===== config.mk =====
export PLATFORM = sky130hd
export DESIGN_NAME = pbus_bridge_flat
export DESIGN_NICKNAME = d
export VERILOG_FILES = /design/src/rtl/pbus_bridge_if.sv /design/src/rtl/pbus_bridge.sv /design/src/flat_wrapper.sv
export SDC_FILE = /design/constraint.sdc
export NUM_CORES = 1
export LEC_CHECK = 0
export BUFFER_PORTS_ARGS = -buffer_cell sky130_fd_sc_hd__buf_2
export CORE_ASPECT_RATIO = 0.5
export CORE_MARGIN = 4
export CORE_UTILIZATION = 51
export CTS_CLUSTER_DIAMETER = 50
export DETAILED_ROUTE_END_ITERATION = 10
export PLACE_DENSITY = 0.9
export SETUP_SLACK_MARGIN = 0.1
export SLEW_MARGIN = 25
export SYNTH_ARGS = -nofsm -noshare
export SYNTH_HDL_FRONTEND = slang
export SYNTH_SLANG_ARGS = --single-unit

===== constraint.sdc =====
create_clock -name clk -period 3.1 [get_ports clk]
set_clock_uncertainty 0.2 [all_clocks]
set_input_delay 0 -clock clk [delete_from_list [all_inputs] [get_ports clk]]
set_output_delay 0 -clock clk [all_outputs]
set_load 0.1 [all_outputs]

===== src/rtl/pbus_bridge_if.sv =====
// Request/response bundle between the core data-bus port, pbus_bridge and pbus_conn.
// The slave modport is the bridge's view; master is the environment driving it.
interface pbus_bridge_if #(
  parameter int XLEN      = 32,
  parameter int BUS_WIDTH = 32,
  parameter int ACC_W     = 2
);
  logic                 h_req;
  logic [XLEN-1:0]      h_addr;
  logic                 h_w_rb;
  logic [ACC_W-1:0]     h_acc;
  logic [BUS_WIDTH-1:0] h_wdata;
  logic                 h_resp;
  logic [BUS_WIDTH-1:0] h_rdata;
  logic                 h_fault;
  logic                 h_busy;

  logic                 p_req;
  logic [XLEN-1:0]      p_addr;
  logic                 p_w_rb;
  logic [ACC_W-1:0]     p_acc;
  logic [BUS_WIDTH-1:0] p_wdata;
  logic                 p_resp;
  logic [BUS_WIDTH-1:0] p_rdata;
  logic                 p_fault;
  logic                 p_bus_fault;

  logic [XLEN-1:0]      err_addr;
  logic [1:0]           err_cause;

  modport slave (
    input  h_req, h_addr, h_w_rb, h_acc, h_wdata,
    output h_resp, h_rdata, h_fault, h_busy,
    output p_req, p_addr, p_w_rb, p_acc, p_wdata,
    input  p_resp, p_rdata, p_fault, p_bus_fault,
    output err_addr, err_cause
  );

  modport master (
    output h_req, h_addr, h_w_rb, h_acc, h_wdata,
    input  h_resp, h_rdata, h_fault, h_busy,
    input  p_req, p_addr, p_w_rb, p_acc, p_wdata,
    output p_resp, p_rdata, p_fault, p_bus_fault,
    input  err_addr, err_cause
  );
endinterface


===== src/rtl/pbus_bridge.sv =====
// Registered core-to-peripheral bus bridge: h_req -> p_req pulse next cycle, h_resp 1 cycle after p_resp/p_bus_fault.
// One transaction in flight, core held off by h_busy; PBUS_BRIDGE_TIMEOUT_EN adds the hung-slave timeout.
module pbus_bridge #(
  parameter int unsigned TIMEOUT     = 255,
  parameter int unsigned XLEN        = 32,
  parameter int unsigned BUS_WIDTH   = 32,
  parameter int unsigned BUS_ACC_CNT = 4
) (
  input  logic           clk,
  input  logic           rstn,
  pbus_bridge_if.slave   bus
);
  localparam int unsigned ACC_W = $clog2(BUS_ACC_CNT);

  localparam logic [1:0] CAUSE_NONE   = 2'd0;
  localparam logic [1:0] CAUSE_SLAVE  = 2'd1;
  localparam logic [1:0] CAUSE_DECODE = 2'd2;
  localparam logic [1:0] CAUSE_TMO    = 2'd3;

  typedef enum logic [1:0] {
    IDLE  = 2'd0,
    ISSUE = 2'd1,
    WAIT  = 2'd2,
    RESP  = 2'd3
  } state_t;

  state_t               state;
  state_t               state_nxt;

  logic [XLEN-1:0]      addr_q;
  logic                 w_rb_q;
  logic [ACC_W-1:0]     acc_q;
  logic [BUS_WIDTH-1:0] wdata_q;

  logic                 p_req_q;
  logic                 h_resp_q;
  logic                 h_fault_q;
  logic                 h_busy_q;
  logic [BUS_WIDTH-1:0] h_rdata_q;
  logic [XLEN-1:0]      err_addr_q;
  logic [1:0]           err_cause_q;

  logic                 cap;
  logic                 cap_fault;
  logic [BUS_WIDTH-1:0] cap_rdata;
  logic [1:0]           cap_cause;

  // Slave response as it would be captured: data only for clean reads.
  logic [BUS_WIDTH-1:0] slave_rdata;
  logic [1:0]           slave_cause;

  assign slave_rdata = (w_rb_q || bus.p_fault) ? '0 : bus.p_rdata;
  assign slave_cause = bus.p_fault ? CAUSE_SLAVE : CAUSE_NONE;

`ifdef PBUS_BRIDGE_TIMEOUT_EN
  localparam logic [15:0] TO_LIMIT = 16'(TIMEOUT);

  logic [15:0] cnt;
  logic        cnt_clr;
  logic        cnt_inc;
  logic        expired;

  // cnt holds completed WAIT cycles; expiry fires once TIMEOUT full cycles have elapsed.
  assign expired = (cnt == TO_LIMIT);

  always_ff @(posedge clk or negedge rstn) begin
    if (!rstn) begin
      cnt <= 16'd0;
    end else if (cnt_clr) begin
      cnt <= 16'd0;
    end else if (cnt_inc && (cnt != 16'hFFFF)) begin
      cnt <= cnt + 16'd1;
    end
  end
`endif

  always_comb begin
    state_nxt = state;
    cap       = 1'b0;
    cap_fault = 1'b0;
    cap_rdata = '0;
    cap_cause = CAUSE_NONE;
`ifdef PBUS_BRIDGE_TIMEOUT_EN
    cnt_clr   = 1'b0;
    cnt_inc   = 1'b0;
`endif
    unique case (state)
      IDLE: begin
        if (bus.h_req) begin
          state_nxt = ISSUE;
        end
      end
      ISSUE: begin
        if (bus.p_bus_fault) begin
          cap       = 1'b1;
          cap_fault = 1'b1;
          cap_cause = CAUSE_DECODE;
          state_nxt = RESP;
        end else if (bus.p_resp) begin
          cap       = 1'b1;
          cap_fault = bus.p_fault;
          cap_rdata = slave_rdata;
          cap_cause = slave_cause;
          state_nxt = RESP;
        end else begin
`ifdef PBUS_BRIDGE_TIMEOUT_EN
          cnt_clr   = 1'b1;
`endif
          state_nxt = WAIT;
        end
      end
      WAIT: begin
        if (bus.p_resp) begin
          cap       = 1'b1;
          cap_fault = bus.p_fault;
          cap_rdata = slave_rdata;
          cap_cause = slave_cause;
          state_nxt = RESP;
        end
`ifdef PBUS_BRIDGE_TIMEOUT_EN
        else if (expired) begin
          cap       = 1'b1;
          cap_fault = 1'b1;
          cap_cause = CAUSE_TMO;
          state_nxt = RESP;
        end else begin
          cnt_inc   = 1'b1;
        end
`endif
      end
      RESP: begin
        state_nxt = IDLE;
      end
      default: begin
        state_nxt = IDLE;
      end
    endcase
  end

  always_ff @(posedge clk or negedge rstn) begin
    if (!rstn) begin
      state       <= IDLE;
      addr_q      <= '0;
      w_rb_q      <= 1'b0;
      acc_q       <= '0;
      wdata_q     <= '0;
      p_req_q     <= 1'b0;
      h_resp_q    <= 1'b0;
      h_fault_q   <= 1'b0;
      h_busy_q    <= 1'b0;
      h_rdata_q   <= '0;
      err_addr_q  <= '0;
      err_cause_q <= CAUSE_NONE;
    end else begin
      state    <= state_nxt;
      p_req_q  <= (state_nxt == ISSUE);
      h_busy_q <= (state_nxt != IDLE);
      h_resp_q <= cap;
      if ((state == IDLE) && bus.h_req) begin
        addr_q  <= bus.h_addr;
        w_rb_q  <= bus.h_w_rb;
        acc_q   <= bus.h_acc;
        wdata_q <= bus.h_wdata;
      end
      // Error log is sticky: only a faulting completion overwrites it.
      if (cap) begin
        h_rdata_q <= cap_rdata;
        h_fault_q <= cap_fault;
        if (cap_fault) begin
          err_addr_q  <= addr_q;
          err_cause_q <= cap_cause;
        end
      end
    end
  end

  assign bus.p_req     = p_req_q;
  assign bus.p_addr    = addr_q;
  assign bus.p_w_rb    = w_rb_q;
  assign bus.p_acc     = acc_q;
  assign bus.p_wdata   = wdata_q;
  assign bus.h_resp    = h_resp_q;
  assign bus.h_rdata   = h_rdata_q;
  assign bus.h_fault   = h_fault_q;
  assign bus.h_busy    = h_busy_q;
  assign bus.err_addr  = err_addr_q;
  assign bus.err_cause = err_cause_q;

  a_timeout_range: assert property (@(posedge clk) (TIMEOUT >= 1) && (TIMEOUT <= 65535));
  a_preq_pulse:    assert property (@(posedge clk) disable iff (!rstn) p_req_q |=> !p_req_q);
  a_resp_pulse:    assert property (@(posedge clk) disable iff (!rstn) h_resp_q |=> !h_resp_q);
  a_resp_busy:     assert property (@(posedge clk) disable iff (!rstn) h_resp_q |-> h_busy_q);
endmodule


===== src/flat_wrapper.sv =====
// flat-port wrapper written by rule: the top's interface ports become plain ports
module pbus_bridge_flat 
#(
  parameter int unsigned TIMEOUT     = 255,
  parameter int unsigned XLEN        = 32,
  parameter int unsigned BUS_WIDTH   = 32,
  parameter int unsigned BUS_ACC_CNT = 4
)
  (clk, rstn, bus_h_req, bus_h_addr, bus_h_w_rb, bus_h_acc, bus_h_wdata, bus_h_resp, bus_h_rdata, bus_h_fault, bus_h_busy, bus_p_req, bus_p_addr, bus_p_w_rb, bus_p_acc, bus_p_wdata, bus_p_resp, bus_p_rdata, bus_p_fault, bus_p_bus_fault, bus_err_addr, bus_err_cause);
  pbus_bridge_if #(.XLEN(XLEN), .BUS_WIDTH(BUS_WIDTH), .ACC_W((2))) bus_i ();
  input  logic clk;
  input  logic rstn;
  input wire logic [$bits(bus_i.h_req)-1:0] bus_h_req;
  input wire logic [$bits(bus_i.h_addr)-1:0] bus_h_addr;
  input wire logic [$bits(bus_i.h_w_rb)-1:0] bus_h_w_rb;
  input wire logic [$bits(bus_i.h_acc)-1:0] bus_h_acc;
  input wire logic [$bits(bus_i.h_wdata)-1:0] bus_h_wdata;
  output wire logic [$bits(bus_i.h_resp)-1:0] bus_h_resp;
  output wire logic [$bits(bus_i.h_rdata)-1:0] bus_h_rdata;
  output wire logic [$bits(bus_i.h_fault)-1:0] bus_h_fault;
  output wire logic [$bits(bus_i.h_busy)-1:0] bus_h_busy;
  output wire logic [$bits(bus_i.p_req)-1:0] bus_p_req;
  output wire logic [$bits(bus_i.p_addr)-1:0] bus_p_addr;
  output wire logic [$bits(bus_i.p_w_rb)-1:0] bus_p_w_rb;
  output wire logic [$bits(bus_i.p_acc)-1:0] bus_p_acc;
  output wire logic [$bits(bus_i.p_wdata)-1:0] bus_p_wdata;
  input wire logic [$bits(bus_i.p_resp)-1:0] bus_p_resp;
  input wire logic [$bits(bus_i.p_rdata)-1:0] bus_p_rdata;
  input wire logic [$bits(bus_i.p_fault)-1:0] bus_p_fault;
  input wire logic [$bits(bus_i.p_bus_fault)-1:0] bus_p_bus_fault;
  output wire logic [$bits(bus_i.err_addr)-1:0] bus_err_addr;
  output wire logic [$bits(bus_i.err_cause)-1:0] bus_err_cause;
  assign bus_i.h_req = bus_h_req;
  assign bus_i.h_addr = bus_h_addr;
  assign bus_i.h_w_rb = bus_h_w_rb;
  assign bus_i.h_acc = bus_h_acc;
  assign bus_i.h_wdata = bus_h_wdata;
  assign bus_h_resp = bus_i.h_resp;
  assign bus_h_rdata = bus_i.h_rdata;
  assign bus_h_fault = bus_i.h_fault;
  assign bus_h_busy = bus_i.h_busy;
  assign bus_p_req = bus_i.p_req;
  assign bus_p_addr = bus_i.p_addr;
  assign bus_p_w_rb = bus_i.p_w_rb;
  assign bus_p_acc = bus_i.p_acc;
  assign bus_p_wdata = bus_i.p_wdata;
  assign bus_i.p_resp = bus_p_resp;
  assign bus_i.p_rdata = bus_p_rdata;
  assign bus_i.p_fault = bus_p_fault;
  assign bus_i.p_bus_fault = bus_p_bus_fault;
  assign bus_err_addr = bus_i.err_addr;
  assign bus_err_cause = bus_i.err_cause;
  pbus_bridge #(.TIMEOUT(TIMEOUT), .XLEN(XLEN), .BUS_WIDTH(BUS_WIDTH), .BUS_ACC_CNT(BUS_ACC_CNT)) u_core (.clk(clk), .rstn(rstn), .bus(bus_i));
endmodule

# Yosys cells after proc, flatten, opt, wreduce, memory -nomap -nowiden
# Index checks and enable logic that the tools add are counted.
# op_classes
n_reduce_logical,5
eq_ne,4
n_mux,19
# op_table
operator,n
2-to-1 mux 32 bit,3
one-hot mux 32 bit (2 select lines),1
2-to-1 mux 2 bit,5
one-hot mux 2 bit (4 select lines),1
2-to-1 mux 1 bit,6
"equality test 2 x 1 -> 1 bit, second input constant",2
"equality test 2 bit, second input constant",2
one-hot mux 1 bit (2 select lines),2
one-hot mux 2 bit (2 select lines),1
zero test 2 bit,1
AND reduction 2 bit,1
nonzero test 2 bit,1
logical AND 1 bit,1
logical OR 1 bit,1
# totals
register_bits,139
output_inout_bits,137
wordCells,40
input_bits,105

# Logic depth before layout (Yosys ltp)
# Gate-level depths: netlist of run 1.
# logic_depth
ltp_word,5
depth_mapped,8
mapped_depth_nobuf,5

# Worst setup path after synthesis of run 1
# Ideal clock, no wire load.
# synth_path
path_kind,reg2reg
startpoint,register u_core.state[0]
endpoint,register u_core.err_addr_q[0] (netlist: u_core.bus.err_addr[0])
synth_period_minus_slack_ns,2.005
t_arrival_ns,1.677
stages_incl_launch_ff,7
slack_ns,1.095
required_time_ns,2.772
cell_sequence,dfrtp_1 -> inv_1 -> ha_1 -> nand3_1 -> o22ai_4 -> buf_6 -> mux2_1
# synth_between
elab_chain_len,3
# synth_rtl
item,line,source
from (decl),pbus_bridge.sv:27,state_t state;
from (signal assigned),pbus_bridge.sv:155,state <= state_nxt;
equality test 2 bit or equality test 2 x 1 -> 1 bit (tied branches),pbus_bridge.sv:87,unique case (state)
one-hot mux 1 bit (2 select lines),pbus_bridge.sv:87,
AND reduction 2 bit (no source line) *,n/a,
to (signal assigned),pbus_bridge.sv:170,err_addr_q <= addr_q;
to (decl),pbus_bridge.sv:40,logic [XLEN-1:0] err_addr_q;
# Every way passes the cells marked *; elsewhere a longest branch is shown, timed or not.
# A chain may end at the register's enable or synchronous reset.

# Final worst setup path of run 1
# layout_path
startpoint,register u_core.state[0]
endpoint,register u_core.err_addr_q[1] (netlist: u_core.bus.err_addr[1])
# The elaborated chain is that of the path after synthesis.

==> results.cfg, run 1 <==
[floorplan]
coreArea_um2 = 10500
row_count = 26
die_w_um = 157
start_util_pct = 53.9
die_area_um2 = 13000
dieHeight_um = 82.5
io_pins = 242

[layout]
nNetsFinal = 856
syn_to_final_growth_pct = 51.5
nFillCells = 572
layout-drive-gt1-share_pct = 40.7

[synth]
ys_warn_count = 0
avgSynthCellArea_um2 = 14.3
synth_fp_nets = 506
synth_area_leaders = dfrtp_1 61%, mux2_1 20%, o31ai_2 6.2%
synth_fa_ha_area_share_pct = 0.884
synthCells = 397
synth_compound_area_share_pct = 8.64
synth_top_area_cell = dfrtp_1
synth.distinct_cells = 28
synthSimpleGateAreaFrac_pct = 4.11
synth-main-ff-cell = dfrtp_1
synth_most_common_cell = dfrtp_1
seq_area_frac_synth_pct = 61.4
synth_edf_count = 0
synth_top_family_by_area = multiplexers
synth_mux_area_share_pct = 19.7
yosys-top-cells-count = 139 x dfrtp_1, 99 x mux2_1, 36 x inv_1
yosys.area_share.xor_xnor_pct = 0
async_flop_share_pct = 100
ys_ff_latch = 139
syn_area_um2 = 5660
synth_top_area_share_pct = 61.4

[setup_path]
crit_arrival_ns = 2.52
crit_path_end = u_core.bus.err_addr[1]
cp.required_ns = 3.18
critPathLaunchType = flip-flop
crit_type = reg2reg
cp-startpoint = u_core.state[0]
end_kind = flip-flop
rr_endpoint = u_core.bus.err_addr[1]
cp_max_fo = 32
rr_worst_depth = 6
rrSetupSlack_ns = 0.66
worst_r2r_startpoint = u_core.state[0]

[sta]
worstMarginPinSlew_ns = 0.899
period_share_pct = 78.8
max_freq_ghz = 0.409
tns_ns = 0
setup_viol = 0
rsz0062_at_grt = no
maxSlewViolCount = 0
final-hold-violation-count = 0
min_period_ns = 2.44
max_slew_margin_pct = 40.1

[clocking]
clockRootBuffer = clkbuf_16
cts_tree = built
clkTransAtPathRegs_ns = 0.06
cts-buffers-inserted = 17
htreeDepth = 4
clk_latency_ns = 0.41
cts.sinks = 139
clock_path_buffers = 2

[placed_design]
port_buffers = 241
globalplace.congestion = 0.742
hpwl_mm = 9.38

[detailed_routing]
dr.pass1.iters = 5
vias = 4647
antenna_left = 0
vias_per_cell = 5.15
wl_mm = 17.1
drcViolationCount = 0
first_iter_violations = 308
wire_per_inst_um = 19.0

[global_routing]
antenna_found_initial = 2
groute.usage.overall_pct = 26.5
grt_remaining_overflow = 0
grt_pass1_vias = 5006
grt_pass1_wl_mm = 26.2
grt_max_degree = 120

[hold_path]
worstHoldPathType = in2async

[outcome]
status = completed

[run]
maxCapViolations = 0
## sequential cells by signal, indices dropped and copies added (netlist names)
signal and count:
u_core.bus.err_addr 32, u_core.bus.h_rdata 32, u_core.bus.p_addr 32, u_core.bus.p_wdata 32
u_core.bus.err_cause 2, u_core.bus.p_acc 2, u_core.state 2, u_core.bus.h_busy 1
u_core.bus.h_fault 1, u_core.bus.h_resp 1, u_core.bus.p_req 1, u_core.bus.p_w_rb 1
## layout make-up
| cell class | count | area [um^2] | area share [%] |
|---|---|---|---|
| clock inverter | 9 | 72.6 | 0.846 |
| tap | 140 | 175 | 2.04 |
| sequential | 139 | 3480 | 40.5 |
| inverter | 37 | 139 | 1.62 |
| timing repair buffer | 356 | 2360 | 27.5 |
| clock buffer | 23 | 458 | 5.34 |
| multi-input combinational | 196 | 1890 | 22.0 |
| antenna | 2 | 5.00 | 0.0583 |
## logic make-up after synthesis
group | count (synthesis)
buffers and inverters | 62
DFF | 139
muxes | 99
and+or+nand+nor | 47
AOI/OAI and AO/OA | 46
adders and majority gates | 4
## through the flow
stage	util, %	std cells	hold slack [ns]	instance area (um^2)	worst slack (ns)
finish	81.7	902	0.101	8580	0.657
global route	81.7	902	0.141	8580	0.522
CTS	81.6	900	0.128	8570	0.719
detailed placement	66.2	760	0.0145	6960	0.745
global placement	66.2	760	0.0106	6960	0.864
floorplan	-	397	-0.496	5660	1.09
## how the worst min path moves through the flow
stage	from	to	slack, ns
CTS	bus_h_addr[23]	u_core.bus.p_addr[23]	0.13
global route	bus_h_wdata[5]	u_core.bus.p_wdata[5]	0.14
floorplan	rstn	u_core.bus.err_addr[0]	-0.50
finish	rstn	u_core.bus.err_addr[3]	0.10
global placement	bus_h_wdata[14]	u_core.bus.p_wdata[14]	0.01
detailed placement	bus_h_addr[12]	u_core.bus.p_addr[12]	0.01
## metal layers
layer | part of all wire, % | global-route usage (%)
met5 | 0 | 0
met4 | 4.3 | 14.2
met3 | 5.4 | 7.18
met2 | 53 | 48.3
met1 | 37 | 28.9
## worst max-delay path: stages (launching register included)
cell     delay, ns
dfrtp_1       0.40
inv_1         0.11
ha_1          0.39
nand3_1       0.20
o22ai_4       0.18
buf_4         0.42
mux2_1        0.39
## layout by cell type (no fill, tap or decap), types with 2 or more instances in the layout
master         Yosys  layout
a21oi_1            2       2
buf_2             11     240
buf_4              2       6
clkbuf_1           6       5
clkbuf_16          0      17
clkbuf_8           0       2
clkinv_2           0       7
dfrtp_1          139     139
diode_2            0       2
dlygate4sd3_1      0     108
ha_1               4       4
inv_1             36      36
mux2_1            99      99
nand2_1            3       2
nand3_1           35      35
nor2_1             4       4
nor2b_1            2       2
o21ai_1            3       3
o22ai_1            2       2
o31ai_1            4       4
o31ai_2           28      28
## timing repair
action | CTS | global route
setup buffers | 0 | 0
hold buffers | 108 | 0
gates resized for setup | 0 | 0
hold endpoints to repair | 224 | 0
Power of run 1 is left out: the tool's default activity adds up to more than one toggle a clock period on the data nets, which glitch-free logic cannot reach.
==> run 2: changes to the inputs <==
--- a/config.mk
+++ b/config.mk
@@ -8,10 +8,10 @@
 export BUFFER_PORTS_ARGS = -buffer_cell sky130_fd_sc_hd__buf_2
 export CORE_ASPECT_RATIO = 0.5
 export CORE_MARGIN = 4
-export CORE_UTILIZATION = 51
+export CORE_UTILIZATION = 48
 export CTS_CLUSTER_DIAMETER = 50
 export DETAILED_ROUTE_END_ITERATION = 10
-export PLACE_DENSITY = 0.9
+export PLACE_DENSITY = 0.85
 export SETUP_SLACK_MARGIN = 0.1
 export SLEW_MARGIN = 25
 export SYNTH_ARGS = -nofsm -noshare
==> constraint.sdc (replaced) <==
create_clock -name clk -period 2.6 [get_ports clk]
set_clock_uncertainty 0.2 [all_clocks]
set_input_delay 0 -clock clk [delete_from_list [all_inputs] [get_ports clk]]
set_output_delay 0 -clock clk [all_outputs]
set_load 0.1 [all_outputs]
==> run 2 against run 1 <==
  * Critical endpoint is now u_core.bus.err_cause[1]
  * Non-clock buffer count is 2 higher
  * Flip-flop and latch count stayed put
  * Cell area is 2.1% higher
==> results.cfg, run 2 (synthesis results as in run 1) <==
[setup_path]
crit_arrival_ns = 2.38
crit_path_end = u_core.bus.err_cause[1]
rrSetupSlack_ns = 0.29
rr_endpoint = u_core.bus.err_cause[1]
cp.required_ns = 2.67
critPathLaunchType = flip-flop
end_kind = flip-flop
cp_max_fo = 5
path_cells = inv_1, ha_1, nand3_1, o21ai_1, nand2_1, dlygate4sd3_1
cp-startpoint = u_core.state[0]
crit_slowest_cell = dlygate4sd3_1
max_stage_delay_ns = 0.58
rr_worst_depth = 6
crit_type = reg2reg
worst_r2r_startpoint = u_core.state[0]

[layout]
fin_util_pct = 77.9
final_common_cell = buf_2
final_cell_mix = 240 x buf_2, 139 x dfrtp_1, 107 x dlygate4sd3_1
syn_to_final_growth_pct = 54.6
nNetsFinal = 858
layout-drive-gt1-share_pct = 41.5
nFillCells = 680

[sta]
max_freq_ghz = 0.432
tns_ns = 0
final-hold-violation-count = 0
min_period_ns = 2.31
setup_viol = 0
maxSlewViolCount = 0
rsz0062_at_grt = no
period_share_pct = 89.0
worstMarginPinSlew_ns = 0.520
max_slew_margin_pct = 65.6

[floorplan]
dieHeight_um = 84.8
die_w_um = 162
start_util_pct = 50.4
io_pins = 242
die_area_um2 = 13700
row_count = 27
coreArea_um2 = 11200

[detailed_routing]
dr.pass1.iters = 4
vias = 4591
drcViolationCount = 0
vias_per_cell = 4.97
antenna_left = 0
first_iter_violations = 201
wl_mm = 16.1
wire_per_inst_um = 17.5

[clocking]
cts_tree = built
clockRootBuffer = clkbuf_16
clock_path_buffers = 2
clkTransAtPathRegs_ns = 0.06
cts-buffers-inserted = 17
cts.sinks = 139
ctsResizeCount = 0
clk_latency_ns = 0.39
htreeDepth = 4

[outcome]
status = completed

[global_routing]
grt_pass1_vias = 5144
groute.usage.overall_pct = 23.9
grt_max_degree = 68
grt_pass1_wl_mm = 26.0
antenna_found_initial = 0
grt_remaining_overflow = 0

[hold_path]
worstHoldPathType = in2reg

[placed_design]
port_buffers = 241
hpwl_mm = 9.82
globalplace.congestion = 0.750

[run]
maxCapViolations = 0
==> run 2: changes by cell type in the layout (fill, tap and decap cells not counted), moves of 3 or more <==
cell / before / now
clkinvlp_4: 1 / 4
buf_12: 1 / 5
bufinv_16: 1 / 4
clkinv_2: 7 / 4
clkbuf_1: 5 / 1
==> run 2: how the worst min path moves through the flow <==
stage	start	to	slack, ns	cells after the start
after CTS	bus_h_addr[23]	u_core.bus.p_addr[23]	0.13	3
after floorplan	rstn	u_core.bus.err_addr[0]	-0.50	0
final	bus_h_addr[23]	u_core.bus.p_addr[23]	0.14	3
after global routing	bus_h_wdata[23]	u_core.bus.p_wdata[23]	0.14	3
after detailed placement	rstn	u_core.bus.h_rdata[10]	-0.25	1
after global placement	rstn	u_core.bus.h_rdata[10]	-0.25	1
==> run 2: final cells by class <==
class / instances / area [um^2] / share of cell area [%]
multi-input cells: 196 / 1890 / 21.6
inverters: 37 / 139 / 1.59
diodes: 2 / 5.00 / 0.0571
clock buffers: 20 / 457 / 5.21
repair buffers: 358 / 2420 / 27.6
flip-flops and latches: 139 / 3480 / 39.7
well taps: 159 / 199 / 2.27
clock inverters: 12 / 170 / 1.94
==> run 2: worst max-delay path, delay by kind of cell (launching register included) <==
| kind | cells | cell delay, ns |
|---|---|---|
| buf+inv | 2 | 0.69 |
| flops | 1 | 0.39 |
| fa+ha+maj | 1 | 0.38 |
| simple gates | 2 | 0.30 |
| compound gates | 1 | 0.22 |
==> run 2: repair_timing <==
item	CTS	global route
hold endpoints to repair	245	0
setup buffers	0	0
hold buffers	108	0
==> run 2: stage by stage <==
| step | setup WS [ns] | std cells | hold slack (ns) | area, um^2 |
|---|---|---|---|---|
| 6_report | 0.286 | 923 | 0.142 | 8760 |
| 5_1_grt | 0.208 | 921 | 0.140 | 8750 |
| 4_1_cts | 0.409 | 921 | 0.130 | 8750 |
| 3_5_place_dp | 0.429 | 781 | -0.246 | 7040 |
| 3_3_place_gp | 0.525 | 781 | -0.251 | 7040 |
| 2_1_floorplan | 0.595 | 397 | -0.496 | 5660 |
==> run 2: routing by layer <==
layer	share of wire, %	global-route usage [%]	vias up
met5	0	0	-
met4	3.9	12.2	0
met3	5.4	4.85	51
met2	55	44.5	165
met1	36	26.0	2283
li1	-	-	2092
Power of run 2 is left out for the same reason.
